### src/rtl/hram_rd_capture_if.sv
// ---------------------------------------------------------------------------
// hram_rd_capture_if
// Read-capture bus between the HyperRAM transaction engine / I/O buffer
// (master) and the read-data capture stage (slave).
//   start, len, abort     : burst control from the transaction engine
//   dq_word, rwds_hi      : sampled DDR beat pair and its RWDS qualifier
//   rd_data, rd_valid     : packed 32-bit read return (Avalon readdatavalid)
//   busy, done, err       : burst status
// ---------------------------------------------------------------------------
interface hram_rd_capture_if #(
    parameter int unsigned WORDS_MAX = 16
);
    localparam int unsigned LW = $clog2(WORDS_MAX) + 1;

    logic          start;
    logic [LW-1:0] len;
    logic          abort;
    logic [15:0]   dq_word;
    logic          rwds_hi;
    logic [31:0]   rd_data;
    logic          rd_valid;
    logic          busy;
    logic          done;
    logic          err;

    modport master (
        output start, len, abort, dq_word, rwds_hi,
        input  rd_data, rd_valid, busy, done, err
    );

    modport slave (
        input  start, len, abort, dq_word, rwds_hi,
        output rd_data, rd_valid, busy, done, err
    );
endinterface

### src/rtl/hram_rd_capture.sv
// ---------------------------------------------------------------------------
// hram_rd_capture
// Packs valid 16-bit HyperRAM beats (RWDS high) into 32-bit read words,
// counts the requested burst length and flags completion. The first beat of
// each pair lands in rd_data[15:0].
// Ports:
//   clk   : clk0 domain clock
//   rstn  : asynchronous active-low reset
//   bus   : hram_rd_capture_if.slave (control, beat input, read return, status)
// Optional feature macro: HRAM_RD_WDOG_EN enables the beat-latency watchdog,
// which ends a stalled burst with done+err after TIMEOUT beatless cycles.
// ---------------------------------------------------------------------------
module hram_rd_capture #(
    parameter int unsigned WORDS_MAX = 16,
    parameter int unsigned TIMEOUT   = 64
) (
    input  logic                    clk,
    input  logic                    rstn,
    hram_rd_capture_if.slave        bus
);
    localparam int unsigned LW = $clog2(WORDS_MAX) + 1;

    typedef enum logic [1:0] {
        IDLE  = 2'd0,
        BEAT0 = 2'd1,
        BEAT1 = 2'd2
    } state_t;

    state_t        state, state_nxt;
    logic [LW-1:0] wcnt, wcnt_nxt;
    logic [15:0]   lo, lo_nxt;
    logic [31:0]   rd_data_q, rd_data_nxt;
    logic          rd_valid_q, rd_valid_nxt;
    logic          busy_q, busy_nxt;
    logic          done_q, done_nxt;
    logic          err_q, err_nxt;
    logic          len_ok_c;
    logic          timeout_c;

    assign len_ok_c = (bus.len != '0) && (bus.len <= LW'(WORDS_MAX));

`ifdef HRAM_RD_WDOG_EN
    // Beatless-cycle counter; held at zero while idle so start clears it.
    localparam int unsigned WDW = 8;
    logic [WDW-1:0] wdog, wdog_nxt;

    assign timeout_c = (state != IDLE) && !bus.rwds_hi && (wdog == WDW'(TIMEOUT - 1));

    always_comb begin
        wdog_nxt = wdog;
        if (state == IDLE || bus.rwds_hi) begin
            wdog_nxt = '0;
        end else begin
            wdog_nxt = wdog + WDW'(1);
        end
    end

    always_ff @(posedge clk or negedge rstn) begin
        if (!rstn) begin
            wdog <= '0;
        end else begin
            wdog <= wdog_nxt;
        end
    end
`else
    logic unused_timeout;
    assign unused_timeout = ^8'(TIMEOUT);
    assign timeout_c      = 1'b0;
`endif

    // State register
    always_ff @(posedge clk or negedge rstn) begin
        if (!rstn) begin
            state <= IDLE;
        end else begin
            state <= state_nxt;
        end
    end

    // Next-state logic; abort overrides everything
    always_comb begin
        state_nxt = state;
        if (bus.abort) begin
            state_nxt = IDLE;
        end else begin
            case (state)
                IDLE: begin
                    if (bus.start && len_ok_c) state_nxt = BEAT0;
                end
                BEAT0: begin
                    if (timeout_c)        state_nxt = IDLE;
                    else if (bus.rwds_hi) state_nxt = BEAT1;
                end
                BEAT1: begin
                    if (timeout_c) begin
                        state_nxt = IDLE;
                    end else if (bus.rwds_hi) begin
                        state_nxt = (wcnt == LW'(1)) ? IDLE : BEAT0;
                    end
                end
                default: state_nxt = IDLE;
            endcase
        end
    end

    // Output / datapath next values
    always_comb begin
        wcnt_nxt     = wcnt;
        lo_nxt       = lo;
        rd_data_nxt  = rd_data_q;
        rd_valid_nxt = 1'b0;
        done_nxt     = 1'b0;
        err_nxt      = 1'b0;
        if (!bus.abort) begin
            case (state)
                IDLE: begin
                    if (bus.start) begin
                        if (len_ok_c) wcnt_nxt = bus.len;
                        else          done_nxt = 1'b1;
                    end
                end
                BEAT0: begin
                    if (timeout_c) begin
                        done_nxt = 1'b1;
                        err_nxt  = 1'b1;
                    end else if (bus.rwds_hi) begin
                        lo_nxt = bus.dq_word;
                    end
                end
                BEAT1: begin
                    if (timeout_c) begin
                        done_nxt = 1'b1;
                        err_nxt  = 1'b1;
                    end else if (bus.rwds_hi) begin
                        rd_data_nxt  = {bus.dq_word, lo};
                        rd_valid_nxt = 1'b1;
                        if (wcnt == LW'(1)) done_nxt = 1'b1;
                        else                wcnt_nxt = wcnt - LW'(1);
                    end
                end
                default: ;
            endcase
        end
        // Keep busy asserted through the closing done pulse of a real burst
        busy_nxt = (state_nxt != IDLE) || (done_nxt && (state != IDLE));
    end

    // Output and datapath registers
    always_ff @(posedge clk or negedge rstn) begin
        if (!rstn) begin
            wcnt       <= '0;
            lo         <= '0;
            rd_data_q  <= '0;
            rd_valid_q <= 1'b0;
            busy_q     <= 1'b0;
            done_q     <= 1'b0;
            err_q      <= 1'b0;
        end else begin
            wcnt       <= wcnt_nxt;
            lo         <= lo_nxt;
            rd_data_q  <= rd_data_nxt;
            rd_valid_q <= rd_valid_nxt;
            busy_q     <= busy_nxt;
            done_q     <= done_nxt;
            err_q      <= err_nxt;
        end
    end

    assign bus.rd_data  = rd_data_q;
    assign bus.rd_valid = rd_valid_q;
    assign bus.busy     = busy_q;
    assign bus.done     = done_q;
    assign bus.err      = err_q;

endmodule

### src/flat_wrapper.sv
// flat-port wrapper written by rule: the top's interface ports become plain ports
module hram_rd_capture_flat 
#(
    parameter int unsigned WORDS_MAX = 16,
    parameter int unsigned TIMEOUT   = 64
)
  (clk, rstn, bus_start, bus_len, bus_abort, bus_dq_word, bus_rwds_hi, bus_rd_data, bus_rd_valid, bus_busy, bus_done, bus_err);
  hram_rd_capture_if #(.WORDS_MAX(WORDS_MAX)) bus_i ();
  input  logic clk;
  input  logic rstn;
  input wire logic [$bits(bus_i.start)-1:0] bus_start;
  input wire logic [$bits(bus_i.len)-1:0] bus_len;
  input wire logic [$bits(bus_i.abort)-1:0] bus_abort;
  input wire logic [$bits(bus_i.dq_word)-1:0] bus_dq_word;
  input wire logic [$bits(bus_i.rwds_hi)-1:0] bus_rwds_hi;
  output wire logic [$bits(bus_i.rd_data)-1:0] bus_rd_data;
  output wire logic [$bits(bus_i.rd_valid)-1:0] bus_rd_valid;
  output wire logic [$bits(bus_i.busy)-1:0] bus_busy;
  output wire logic [$bits(bus_i.done)-1:0] bus_done;
  output wire logic [$bits(bus_i.err)-1:0] bus_err;
  assign bus_i.start = bus_start;
  assign bus_i.len = bus_len;
  assign bus_i.abort = bus_abort;
  assign bus_i.dq_word = bus_dq_word;
  assign bus_i.rwds_hi = bus_rwds_hi;
  assign bus_rd_data = bus_i.rd_data;
  assign bus_rd_valid = bus_i.rd_valid;
  assign bus_busy = bus_i.busy;
  assign bus_done = bus_i.done;
  assign bus_err = bus_i.err;
  hram_rd_capture #(.WORDS_MAX(WORDS_MAX), .TIMEOUT(TIMEOUT)) u_core (.clk(clk), .rstn(rstn), .bus(bus_i));
endmodule
### config.mk
export PLATFORM = sky130hd
export DESIGN_NAME = hram_rd_capture_flat
export DESIGN_NICKNAME = d
export VERILOG_FILES = /design/src/rtl/hram_rd_capture_if.sv /design/src/rtl/hram_rd_capture.sv /design/src/flat_wrapper.sv
export SDC_FILE = /design/constraint.sdc
export NUM_CORES = 1
export LEC_CHECK = 0
export ABC_AREA = 1
export CORE_MARGIN = 2
export CORE_UTILIZATION = 45
export CTS_BUF_LIST = sky130_fd_sc_hd__clkbuf_2 sky130_fd_sc_hd__clkbuf_4 sky130_fd_sc_hd__clkbuf_8
export DETAILED_ROUTE_END_ITERATION = 8
export GPL_TIMING_DRIVEN = 0
export HOLD_SLACK_MARGIN = 0.15
export PLACE_DENSITY = 0.74
export SLEW_MARGIN = 20
export SYNTH_ARGS = -nofsm -noshare
export SYNTH_HDL_FRONTEND = slang
export SYNTH_SLANG_ARGS = --single-unit
export TNS_END_PERCENT = 100
### constraint.sdc
create_clock -name clk -period 1.6 [get_ports clk]
set_clock_uncertainty 0.05 [all_clocks]
set_input_delay 0.32 -clock clk [delete_from_list [all_inputs] [get_ports clk]]
set_output_delay 0.32 -clock clk [all_outputs]
set_load 0.1 [all_outputs]
# Word-level counts from Yosys, hierarchy flattened
# Index checks and enable logic that the tools add are counted.
word_totals:
  regBits: 58
  latch_bits: 0
  ramBits: 0
  mem_bits_ro: 0
  output_inout_bits: 36
  wordCells: 49
  mem_count: 0
op_classes:
  addsub: 1
  multipliers: 0
  div_mod_pow: 0
  magnitude_cmp: 1
  eq_ne: 7
  shifts: 0
  n_mux: 20
  bitwise_logic: 1
  n_reduce_logical: 12
ops:
  columns: ["op", "n"]
  rows:
  - ["two-way mux 5 bit", 4]
  - ["one-hot mux 5 bit (2 select lines)", 1]
  - ["two-way mux 1 bit", 9]
  - ["two-way mux 2 bit", 4]
  - ["!= test 2 bit (second input constant)", 3]
  - ["one-hot mux 2 bit (3 select lines)", 1]
  - ["AND reduction 3 bit", 2]
  - ["AND reduction 6 bit", 1]
  - ["nonzero test 2 bit", 3]
  - ["== test 5 x 1 -> 1 bit (second input constant)", 1]
  - ["less-or-equal comparator 5 bit (second input constant)", 1]
  - ["nonzero test 5 bit", 1]
  - ["subtractor 5 x 1 -> 5 bit (second input constant)", 1]
  - ["logical AND 1 bit", 3]
  - ["== test 2 x 1 -> 1 bit (second input constant)", 1]
  - ["== test 2 bit (second input constant)", 1]
  - ["logical NOT 2 bit", 1]
  - ["!= test 2 x 1 -> 1 bit (second input constant)", 1]
  - ["one-hot mux 1 bit (2 select lines)", 1]
  - ["logical OR 1 bit", 1]
  - ["inverter 1 bit", 1]

# Depth between registers and ports, before layout
depth:
  ltp_word: 8
  mapped_depth: 8
  depth_no_buf: 8

# Worst setup path before layout
# OpenSTA, ideal clock, no wires.
synth_path:
  path_kind: "reg2reg"
  startpoint: "register u_core.state[0]"
  endpoint: "register u_core.rd_data_q[0], in the netlist u_core.bus.rd_data[0]"
  arrival_time_ns: 1.105
  required_time_ns: 1.430
  path_slack_ns: 0.325
  path_stages_with_launch: 9
  path_buffers: 2
  synth_period_minus_slack_ns: 1.275
  cell_sequence: "dfrtp_1 inv_2 nand2_4 nor2_4 nand2_2 buf_6 buf_6 nand2_1 nand2_1"
synth_between:
  elab_chain_cells: 2
synth_rtl:
  columns: ["element", "line_no", "rtl"]
  rows:
  - ["start: declaration", "hram_rd_capture.sv:29", "state_t state, state_nxt;"]
  - ["start signal: assignment", "hram_rd_capture.sv:76", "state <= state_nxt;"]
  - ["== test 2 bit", "hram_rd_capture.sv:115", "case (state)"]
  - ["AND reduction 3 bit (no line)", null, null]
  - ["end signal: assignment", "hram_rd_capture.sv:161", "rd_data_q <= rd_data_nxt;"]
  - ["end: declaration", "hram_rd_capture.sv:32", "logic [31:0] rd_data_q, rd_data_nxt;"]
# No other way between the ends.
# A chain may end at the register's enable or synchronous reset.

# Worst setup path in the final report
layout_path:
  startpoint: "register u_core.busy_q, in the netlist u_core.bus.busy"
  endpoint: "output bus_busy"
layout_rtl:
  columns: ["element", "line_no", "rtl"]
  rows:
  - ["start: declaration", "hram_rd_capture.sv:34", "logic busy_q, busy_nxt;"]
  - ["start signal: assignment", "hram_rd_capture.sv:163", "busy_q <= busy_nxt;"]
  - ["end: declaration", "flat_wrapper.sv:18", "output wire logic [$bits(bus_i.busy)-1:0] bus_busy;"]
# No word-level cell between the ends.

==> flow_metrics.py <==
metrics = {
    "clocking": {
        "tritoncts": "done",
        "clkTransAtPathRegs_ps": 60,
        "clk_latency_ps": 320,
        "cts.sinks": 58,
        "numCtsBuffers": 9,
        "cts-root-buf": "clkbuf_8",
        "cts_max_level": 3,
        "clockBufferDepth": 2,
    },
    "setup_path": {
        "critPathTopFamily": "buffers and inverters",
        "cp.required_ps": 1230,
        "cpPeakStageDelay_ps": 540,
        "start_kind": "register",
        "crit_path_top_delay_cell": "clkdlybuf4s18_2",
        "worstSetupPathType": "reg2out",
        "cp-end-kind": "output pin",
        "crit_chain": "clkdlybuf4s18_2",
        "path_max_fanout": 1,
        "worst-path-buf-inv": 1,
        "crit_arrival_ps": 1190,
    },
    "routing": {
        "drt_first_iter_violations": 136,
        "vias": 2082,
        "drtPass1Iterations": 5,
        "drt-wirelength-per-cell_um": 12.16,
        "ant_nets": 0,
        "viasPerCell": 4.721,
        "drt_wl_total_mm": 5.363,
        "drc": 0,
    },
    "placement": {
        "dp_hpwl_mm": 3.804,
        "gp_congestion": 0.8439,
        "dp.cells": 425,
        "dpl_worst_slack_ps": -256.5,
        "portBuffers": 60,
    },
    "synthesis": {
        "yosysMostFrequentCell": "nand2_1",
        "synth.distinct_cells": 21,
        "synth-async-reset-ratio_pct": 100.0,
        "ys_ff_latch": 58,
        "synthXorXnorAreaFrac_pct": 0,
        "synthTopCellsByArea": "dfrtp_1, nand2_1, inv_1",
        "ys_top_cells_by_count": "nand2_1, dfrtp_1, inv_1",
        "synth_top_family_by_area": "simple AND/OR/NAND/NOR gates",
        "synthSimpleGateAreaFrac_pct": 23.51,
        "yosysTopAreaCellShare_pct": 57.28,
        "synth.net_count": 321,
        "ys_seq_area_share_pct": 57.28,
        "yosysTopAreaCell": "dfrtp_1",
        "synth.avg_cell_area_um2": 8.647,
        "yosys_warnings": 0,
        "synth_compound_area_share_pct": 9.383,
        "ys.flop_type": "dfrtp_1",
        "synth_cells": 293,
        "syn_area_um2": 2534,
        "synth_edf_count": 0,
        "yosys-mux-area-fraction_pct": 0,
        "synth_fa_ha_area_share_pct": 0.9877,
    },
    "floorplan": {
        "core_area_um2": 5473,
        "fp.dieH_um": 79.04,
        "initial_core_util_pct": 46.30,
        "dieArea_um2": 6247,
        "rows": 27,
        "ios": 62,
        "die_w_um": 79.04,
    },
    "cells_and_area": {
        "antenna_cells": 0,
        "area.growth.synth_to_final_pct": 28.40,
        "fin_nets": 393,
        "fin_cells": 441,
        "drive_gt1_share_pct": 21.14,
    },
    "power_and_ir_drop": {
        "ir_drop_v": 0.0009526,
        "power_density_nw_per_um2": 1704,
        "power_frac_seq_pct": 36.6,
        "comb_power_share_pct": 41.7,
        "p_sw_share_pct": 47.39,
        "p_int_uw": 2916,
        "power.leakage_uw": 0.001824,
        "finalPower_uw": 5544,
        "switchingPower_uw": 2627,
        "pwr-share-clk_pct": 21.8,
    },
    "global_routing": {
        "grt_pass1_wl_mm": 9.011,
        "grt_usage_pct": 18.74,
        "grt_pass1_vias": 1904,
        "grt_max_degree": 59,
        "antenna_found_initial": 0,
        "grt_overflow_total": 0,
    },
    "timing": {
        "relSlewSlack_pct": 52.54,
        "fin_crit_sh_pct": 97.70,
        "post-route-min-period_ps": 1563,
        "fmaxAchievable_ghz": 0.6397,
        "fin_ws_ps": 36.73,
        "drv_slew": 0,
        "setup_violations": 0,
        "worstMarginPinSlew_ps": 711.9,
        "rsz0062_at_grt": "false",
        "finalHoldViolCount": 0,
    },
    "job": {
        "drv_cap": 0,
    },
    "worst_hold_path": {
        "hold_class": "reg2reg",
    },
    "run_status": {
        "status": "complete, no violations",
    },
}
## worst reg2reg max path, delay by kind of cell, from the launching register on
kind                   cells  cell delay (ps)
and+or+nand+nor            3              390
DFF                        1              400
buffers and inverters      3              440
AOI/OAI and AO/OA          1               60
## flip-flops by register name, indices dropped and copies added, names as in the netlist
register             cells
u_core.bus.busy          1
u_core.bus.done          1
u_core.bus.rd_data      32
u_core.bus.rd_valid      1
u_core.lo               16
u_core.state             2
u_core.wcnt              5
## metal layers
metal / routed length [um] / part of all wire [%] / global-route usage (%) / vias to the layer above
met1: 2568 / 48 / 26.24 / 965
met2: 2471 / 46 / 28.22 / 54
li1: - / - / - / 1057
met5: 0 / 0 / 0 / -
met4: 55 / 1.0 / 6.207 / 0
met3: 267 / 5.0 / 5.341 / 6
## layout make-up
class	instances	area, um^2
tap	72	90.09
timing repair buffer	61	449.2
sequential	58	1451
inverter	36	135.1
clock buffer	13	166.4
multi-input combinational	189	862.1
clock inverter	2	12.51
fill	522	2220
buffer	10	86.33
## per-stage QoR
stage          utilization [%]  setup TNS, ps  hold slack [ps]  instance area, um^2
3_3_place_gp             58.92        -108150            398.2                 3224
2_1_floorplan                -              0           -25.59                 2534
4_1_cts                  60.75              0            417.3                 3324
6_report                 59.44              0            415.9                 3253
3_5_place_dp             58.87         -17840            374.5                 3222
5_1_grt                  59.44              0            435.0                 3253
## cell usage in the layout (no fill, tap or decap), types with 3 or more instances in the layout
cell             synthesis  final
dfrtp_1                 58     58
nand2_1                114    114
nand3_1                 15     15
nor2_1                  11     11
buf_2                    2     34
a21oi_1                  4      4
clkdlybuf4s50_1          0     24
buf_6                    5      5
buf_4                    2      3
inv_1                   33     33
o21ai_2                 10     10
o21ai_1                  7      7
o21ai_0                 19     19
clkbuf_8                 0     11
inv_2                    3      3
## power groups by stage
stage                     Combinational (uW)  Sequential [uW]  Clock [uW]
final                                   2310             2030        1210
after global routing                    2450             2070        1300
after CTS                               2390             2030        1230
after detailed placement                2500             2050           0
after global placement                  2470             2050           0
after floorplan                          484             3440           0
## cell families after synthesis
group | count (synthesis)
and+or+nand+nor | 146
DFF | 58
buffers and inverters | 46
AOI/OAI and AO/OA | 40
adders and majority gates | 2
other | 1
## path summary, 6_finish.rpt
path / from / endpoint / slack [ps] / depth (start not counted)
max: u_core.bus.busy$_DFF_PN0_ / bus_busy / 40 / 1
min: u_core.lo[12]$_DFFE_PN0P_ / u_core.bus.rd_data[12]$_DFFE_PN0P_ / 420 / 2
max reg2reg: u_core.state[1]$_DFF_PN0_ / u_core.lo[3]$_DFFE_PN0P_ / 170 / 7
min reg2reg: u_core.lo[12]$_DFFE_PN0P_ / u_core.bus.rd_data[12]$_DFFE_PN0P_ / 420 / 2
max in group asynchronous: rstn / u_core.bus.rd_data[27]$_DFFE_PN0P_ / 480 / 2
min in group asynchronous: rstn / u_core.bus.rd_data[15]$_DFFE_PN0P_ / 550 / 2
## timing repair
item,4_1_cts,5_1_grt
resized for setup,155,18
endpoints found under the hold margin,58,0
hold buffers,1,0
buffers inserted,0,0
setup endpoints to repair,35,18
pin swaps,0,0
Note: power is estimated with default switching activity, not from simulation.
